$ cat src/rtl/paddle_position.sv
// Paddle vertical position: queues one-cycle up/down requests in a saturating counter and
// applies one STEP per frame_tick, clamped to the playfield.
module paddle_position #(
    parameter int unsigned Y_W      = 10,
    parameter int unsigned SCREEN_H = 480,
    parameter int unsigned PADDLE_H = 64,
    parameter int unsigned STEP     = 8,
    parameter int unsigned MAX_PEND = 3
) (
    input  logic           clk,
    input  logic           rst,
    input  logic           up,
    input  logic           down,
    input  logic           frame_tick,
    input  logic           hold,
    input  logic           recentre,
    output logic [Y_W-1:0] paddle_y,
    output logic           at_top,
    output logic           at_bottom,
    output logic           moved
);

    localparam logic [Y_W:0]   Y_MAX_W  = (Y_W+1)'(SCREEN_H - PADDLE_H);
    localparam logic [Y_W:0]   STEP_W   = (Y_W+1)'(STEP);
    localparam logic [Y_W-1:0] Y_MAX    = Y_MAX_W[Y_W-1:0];
    localparam logic [Y_W-1:0] CENTRE   = Y_MAX_W[Y_W:1];
    localparam logic signed [4:0] P_MAX = 5'(MAX_PEND);
    localparam logic signed [4:0] P_MIN = -P_MAX;

    logic [Y_W-1:0]    r_paddle_y;
    logic signed [3:0] r_pending;
    logic              r_at_top;
    logic              r_at_bottom;
    logic              r_moved;

    logic [Y_W:0]      w_y_ext;
    logic [Y_W:0]      w_y_wide;
    logic [Y_W-1:0]    w_y_next;
    logic signed [4:0] w_p_ext;
    logic signed [4:0] w_p_step;
    logic signed [4:0] w_p_sum;
    logic signed [3:0] w_p_next;
    logic signed [4:0] w_inc;
    logic              w_tick_apply;

    assign w_y_ext      = {1'b0, r_paddle_y};
    assign w_p_ext      = {r_pending[3], r_pending};
    assign w_tick_apply = frame_tick && (r_pending != 4'sd0);

    // Requests pointing into a wall the paddle already touches are dropped, not queued.
    always_comb begin
        w_inc = 5'sd0;
        if (up && !down && (r_paddle_y != '0))
            w_inc = -5'sd1;
        else if (down && !up && (r_paddle_y != Y_MAX))
            w_inc = 5'sd1;
    end

    always_comb begin
        w_y_wide = w_y_ext;
        w_p_step = w_p_ext;
        if (w_tick_apply) begin
            if (r_pending[3]) begin
                w_y_wide = (w_y_ext < STEP_W) ? '0 : w_y_ext - STEP_W;
                w_p_step = (w_y_wide == '0) ? 5'sd0 : w_p_ext + 5'sd1;
            end else begin
                w_y_wide = (w_y_ext > Y_MAX_W - STEP_W) ? Y_MAX_W : w_y_ext + STEP_W;
                w_p_step = (w_y_wide == Y_MAX_W) ? 5'sd0 : w_p_ext - 5'sd1;
            end
        end
        w_p_sum = w_p_step + w_inc;
        if (w_p_sum > P_MAX)
            w_p_sum = P_MAX;
        else if (w_p_sum < P_MIN)
            w_p_sum = P_MIN;

        w_y_next = w_y_wide[Y_W-1:0];
        w_p_next = w_p_sum[3:0];
        if (recentre) begin
            w_y_next = CENTRE;
            w_p_next = 4'sd0;
        end else if (hold) begin
            w_y_next = r_paddle_y;
            w_p_next = 4'sd0;
        end
    end

    always_ff @(posedge clk or posedge rst) begin
        if (rst) begin
            r_paddle_y  <= CENTRE;
            r_pending   <= 4'sd0;
            r_at_top    <= 1'b0;
            r_at_bottom <= 1'b0;
            r_moved     <= 1'b0;
        end else begin
            r_paddle_y  <= w_y_next;
            r_pending   <= w_p_next;
            r_at_top    <= (w_y_next == '0);
            r_at_bottom <= (w_y_next == Y_MAX);
            r_moved     <= (w_y_next != r_paddle_y);
        end
    end

    assign paddle_y  = r_paddle_y;
    assign at_top    = r_at_top;
    assign at_bottom = r_at_bottom;
    assign moved     = r_moved;

endmodule

$ cat config.mk
export PLATFORM = sky130hd
export DESIGN_NAME = paddle_position
export DESIGN_NICKNAME = d
export VERILOG_FILES = /design/src/rtl/paddle_position.sv
export SDC_FILE = /design/constraint.sdc
export NUM_CORES = 1
export LEC_CHECK = 0
export CELL_PAD_IN_SITES_DETAIL_PLACEMENT = 1
export CELL_PAD_IN_SITES_GLOBAL_PLACEMENT = 1
export CORE_ASPECT_RATIO = 0.6
export CORE_MARGIN = 1.5
export CORE_UTILIZATION = 38
export DETAILED_ROUTE_END_ITERATION = 8
export PLACE_DENSITY = 0.86
export SYNTH_ARGS = -nofsm -noshare
export SYNTH_HDL_FRONTEND = slang
export SYNTH_SLANG_ARGS = --single-unit
$ cat constraint.sdc
create_clock -name clk -period 3.9 [get_ports clk]
set_input_delay 0.39 -clock clk [delete_from_list [all_inputs] [get_ports clk]]
set_output_delay 0.39 -clock clk [all_outputs]
set_load 0.05 [all_outputs]
Word-level counts from Yosys, hierarchy flattened
Cells that the tools add are included.
{ "word_totals": {"mem_bits_rw": 0, "out_inout_bits": 13, "romBits": 0, "wordCells": 45, "mem_count": 0, "regBits": 17, "latchBits": 0} }
{ "classes": {"n_reduce_logical": 11, "div": 0, "mux": 16, "add_sub_neg": 5, "magnitude_cmp": 4, "n_bitwise": 0, "n_mul": 0, "shift": 0, "eq_ne": 4} }
{ "op_table": {"columns": ["cell", "n"], "rows": [
  ["two-way mux 10 bit", 4],
  ["two-way mux 5 bit", 5],
  ["two-way mux 11 bit", 2],
  ["two-way mux 4 bit", 4],
  ["adder 10 x 4 -> 11 bit (second input constant)", 1],
  ["equality test 11 x 9 -> 1 bit (second input constant)", 1],
  ["zero test 11 bit", 1],
  ["subtractor 10 x 4 -> 11 bit (second input constant)", 1],
  ["equality test 10 x 9 -> 1 bit (second input constant)", 1],
  ["greater-than comparator 10 x 9 -> 1 bit (second input constant)", 1],
  ["zero test 10 bit", 1],
  ["< comparator 10 x 4 -> 1 bit (second input constant)", 1],
  ["inequality test 10 bit", 1],
  ["inequality test 10 x 9 -> 1 bit (second input constant)", 1],
  ["nonzero test 10 bit", 1],
  ["adder 4 x 2 -> 5 bit (second input constant)", 1],
  ["adder 5 bit", 1],
  ["greater-than comparator 5 x 3 -> 1 bit (second input constant)", 1],
  ["logical AND 1 bit", 5],
  ["< comparator 5 x 3 -> 1 bit (second input constant)", 1],
  ["subtractor 4 x 2 -> 5 bit (second input constant)", 1],
  ["nonzero test 4 bit", 1],
  ["zero test 1 bit", 2],
  ["two-way mux 1 bit", 1]
]} }

Logic depth before layout (Yosys ltp)
{ "logic_depth": {"word_depth": 12, "mapped_depth": 17} }

Worst setup path after synthesis
Ideal clock, no wire load.
{ "synth_path": {"kind": "reg-to-reg", "start": "register r_paddle_y[3] (netlist: paddle_y[3])", "end": "register r_pending[0]", "setup_time_ns": 0.136, "n_path_buf": 1, "period_less_slack_ns": 3.916, "path_stages_with_launch": 17, "setup_slack_ns": -0.016, "t_arrival_ns": 3.779, "cell_sequence": "dfrtp_1 buf_2 inv_1 ha_1 nor3b_1 o2111ai_1 a21oi_1 nor3_1 o31a_1 ha_1 fa_1 a21o_1 a21oi_1 xnor2_1 xnor2_2 nor4_2 nor4_2"} }
{ "synth_between": {"elab_chain_cells": 12, "word_cells_on_any_way": 25, "cone_classes": "3 x add/sub; 4 x order compare; 2 x eq/ne; 12 x mux; 4 x reduce/logical"} }
{ "synth_rtl": {"columns": ["element", "line_no", "text"], "rows": [
  ["start: declaration", "30", "logic [Y_W-1:0] r_paddle_y;"],
  ["start signal: assignment", "96", "r_paddle_y <= w_y_next;"],
  ["adder 10 x 4 -> 11 bit, or another cell as far along", "67", "w_y_wide = (w_y_ext > Y_MAX_W - STEP_W) ? Y_MAX_W : w_y_ext + STEP_W;"],
  ["two-way mux 11 bit (on tied branches)", "67, 64", null],
  ["equality test 11 x 9 -> 1 bit / zero test 11 bit (equally long branches)", "68, 65", null],
  ["two-way mux 5 bit (on tied branches)", "68, 65", null],
  ["two-way mux 5 bit", "63", "if (r_pending[3]) begin"],
  ["two-way mux 5 bit", "62", "if (w_tick_apply) begin"],
  ["adder 5 bit *", "71", "w_p_sum = w_p_step + w_inc;"],
  ["< comparator 5 x 3 -> 1 bit", "74", "else if (w_p_sum < P_MIN)"],
  ["two-way mux 4 bit", "74", null],
  ["two-way mux 4 bit *", "72", "if (w_p_sum > P_MAX)"],
  ["two-way mux 4 bit *", "82", "end else if (hold) begin"],
  ["two-way mux 4 bit *", "79", "if (recentre) begin"],
  ["named net w_p_next[0]", "42", "logic signed [3:0] w_p_next;"],
  ["end signal: assignment", "97", "r_pending <= w_p_next;"],
  ["end: declaration", "31", "logic signed [3:0] r_pending;"]
]} }
The timed path passes the listed nets; every way through them passes the cells marked *.

Final worst setup path
{ "layout_path": {"start": "register r_paddle_y[4] (netlist: paddle_y[4])", "end": "register r_pending[0]"} }
Same word-level chain as after synthesis.

==> reports/results.ini <==
[detailed_routing]
dr.pass1.iters = 4
drt-initial-drc-count = 149
wire_per_inst_um = 20.6
route.vias.total = 1755
via_per_inst = 6.09
routed_wl_mm = 5.94
drcViolationCount = 0
ant_nets = 0

[cts]
clockBufferDepth = 2
hold_buffers = 0
cts.clk_slew.worst_paths_ps = 70
clk_latency_ps = 260
cts-buffers-inserted = 3
cts-root-buf = clkbuf_8
cts_num_sinks = 17
htree_levels = 1
cts_tree = built

[setup_path]
endpoint = r_pending[0]
cp.required_ps = 4030
reg2reg_to = r_pending[0]
r2r-start = paddle_y[4]
cp.depth = 15
worstSetupStartpointType = register
crit_type = reg2reg
endpoint_kind = register
crit_start = paddle_y[4]
crit_chain = ha_4 -> nand4_1 -> a221oi_2 -> o21ai_1 -> a21oi_2 -> nor3_1 -> o31a_1 -> ha_1 -> fa_1 -> a21o_1 -> a21oi_1 -> xnor2_1 -> xnor2_2 -> and4b_1 -> nor4_2
r2r_slack_ps = 170
path_buf_inv = 0
cp.arrival_ps = 3860
slowest_stage = dfstp_2
path_delay_family = compound AO/OA/AOI/OAI gates
slowest_delay_ps = 580
reg2reg_depth = 15
worst-path-max-fanout = 7

[global_routing]
grt_pass1_wl_mm = 9.11
grt_pass1_vias = 1683
grtUsageTotal = 0.259
grt_max_degree = 18
antenna_found_initial = 0
grt_remaining_overflow = 0

[outcome]
status = complete, no violations

[logic_synthesis]
syn_avg_cell_area_um2 = 8.39
yosysWarnings = 0
synth_edf_count = 0
ys.flop_type = dfrtp_1
netlist_area_um2 = 1690
synth-seq-area-share = 0.253
ys_types = 62
syn_inst = 202
ys_async_sr_fraction = 1.00
synth_nets = 218
ys_seq_elements = 17

[timing]
whs_ps = 521
relSlewSlack = 0.551
finalClockSkew_ps = 9.09
finalWorstPathRequiredPeriod_ps = 3730
finalHoldViolCount = 0
rsz0062_at_grt = false
fin_crit_sh = 0.955
tightest_slew_ps = 669
clock.fmax_mhz = 268
slew_viol_final = 0
setup_viol = 0

[power_and_ir_drop]
ir_worst_vdd_uv = 236
power_density_nw_per_um2 = 395
p_leak_nw = 0.874
total_power_mw = 0.837

[final_layout]
n_antenna_cell = 0
fin_nets = 245
syn2layout_area_growth_pct = 25.2
final_layout_size_suffix_gt1_frac = 0.184

[placed_design]
portBuffers = 19
hpwlAfterDp_mm = 4.30
place.gp.congestion = 0.940

[floorplanning]
core_region_area_um2 = 4190
dieArea_um2 = 4880
num_rows = 18
die_h_um = 54.7
ios = 20
start_util = 0.404
die_width_um = 89.2

[flow_run]
max_cap_violations = 0

[worst_hold_path]
min_path_type = in2async

## power by group
group          switching (mW)  leakage [nW]  internal (mW)  total (mW)
logic                   0.283         0.629          0.191       0.474
clock network          0.0665        0.0228         0.0728       0.139
registers              0.0270         0.222          0.197       0.224
total                   0.376         0.874          0.461       0.837
## worst reg2reg max path, delay by kind of cell (launching register included)
| family | cells | cell delay [ps] |
|---|---|---|
| adders and majority gates | 3 | 810 |
| and+or+nand+nor | 4 | 550 |
| AOI/OAI and AO/OA | 6 | 1200 |
| xor gates and xnor gates | 2 | 460 |
| DFF | 1 | 580 |
## registers in the layout, summed over array words and instances (netlist names)
signal and flops:
moved 1, at_top 1, r_pending 4, paddle_y 10, at_bottom 1
## cells by family (layout without fill, tap and decap cells)
logic type / Yosys count / after routing / share of synthesized area
simple gates: 87 / 87 / 0.320
compound gates: 58 / 58 / 0.253
buf+inv: 24 / 50 / 0.0613
flops: 17 / 17 / 0.253
fa+ha+maj: 9 / 9 / 0.0709
xor+xnor: 5 / 5 / 0.0303
mux: 2 / 2 / 0.0118
## how the worst min path moves through the flow
stage,endpoint,slack (ps),start,cells after the start
after CTS,paddle_y[2],540,rst,2
after floorplan,at_bottom,310,rst,1
final,paddle_y[2],520,rst,2
after global routing,paddle_y[0],580,paddle_y[0],1
after global placement,paddle_y[0],520,paddle_y[0],1
after detailed placement,paddle_y[2],520,paddle_y[2],1
## metal layers
| layer | track usage | share of wire | up-vias |
|---|---|---|---|
| met5 | 0 | 0 | - |
| met4 | 0.0590 | 0.015 | 0 |
| met3 | 0.0588 | 0.081 | 13 |
| met2 | 0.381 | 0.44 | 66 |
| met1 | 0.383 | 0.47 | 856 |
| li1 | - | - | 820 |
## synth_stat cells (3+ instances only)
library cell | number | share of area
nor2_1 | 12 | 0.027
nand2_1 | 16 | 0.035
dfrtp_1 | 14 | 0.21
nand2b_1 | 3 | 0.011
nand4_1 | 4 | 0.015
o21ai_0 | 7 | 0.021
nand3_1 | 5 | 0.015
o211ai_1 | 6 | 0.027
a31oi_1 | 3 | 0.011
nor3_1 | 6 | 0.018
and2_1 | 7 | 0.026
nor4_2 | 3 | 0.022
clkbuf_1 | 7 | 0.016
a221oi_1 | 3 | 0.016
and3_1 | 6 | 0.022
nor2b_1 | 5 | 0.018
and4b_1 | 3 | 0.018
inv_1 | 11 | 0.024
dfstp_2 | 3 | 0.047
ha_1 | 8 | 0.059
xnor2_1 | 3 | 0.016
or3_1 | 3 | 0.011
o31ai_1 | 3 | 0.013
and4_1 | 3 | 0.016
buf_2 | 5 | 0.015
a21oi_1 | 9 | 0.027
## per-stage QoR
step / setup WS, ps / setup TNS, ps / util / instances / area (µm²)
floorplan: 20.0 / 0 / - / 202 / 1700
CTS: 42.2 / 0 / 0.491 / 286 / 2060
global route: 10.8 / 0 / 0.506 / 288 / 2120
global placement: 177 / 0 / 0.476 / 281 / 2000
detailed placement: -99.8 / -192 / 0.476 / 281 / 2000
finish: 175 / 0 / 0.506 / 288 / 2120
## what timing repair did
item                       4_1_cts  5_1_grt
gates resized for setup          2       10
pin swaps                        1        6
setup endpoints to repair        2        4
buffers inserted                 1        2
## final cells by class
class,count,area (µm²)
Tap cell,60,75.1
Timing Repair Buffer,35,310
Inverter,11,41.3
Multi-Input combinational cell,161,1210
Clock buffer,4,45.0
Fill cell,504,2070
Sequential cell,17,434
## cell usage in the layout (no fill, tap or decap), drive strengths merged, types with 4 or more instances in the layout
cell / count
o211ai: 7
nor2b: 5
ha: 8
a21oi: 9
nor2: 12
buf: 16
o21ai: 9
nor4: 5
nor3: 7
and2: 7
clkbuf: 4
xnor2: 4
dfrtp: 14
nand4: 4
clkdlybuf4s50: 19
and3: 6
inv: 11
nand2: 16
nand3: 5
Note: power is estimated with default switching activity, not from simulation.
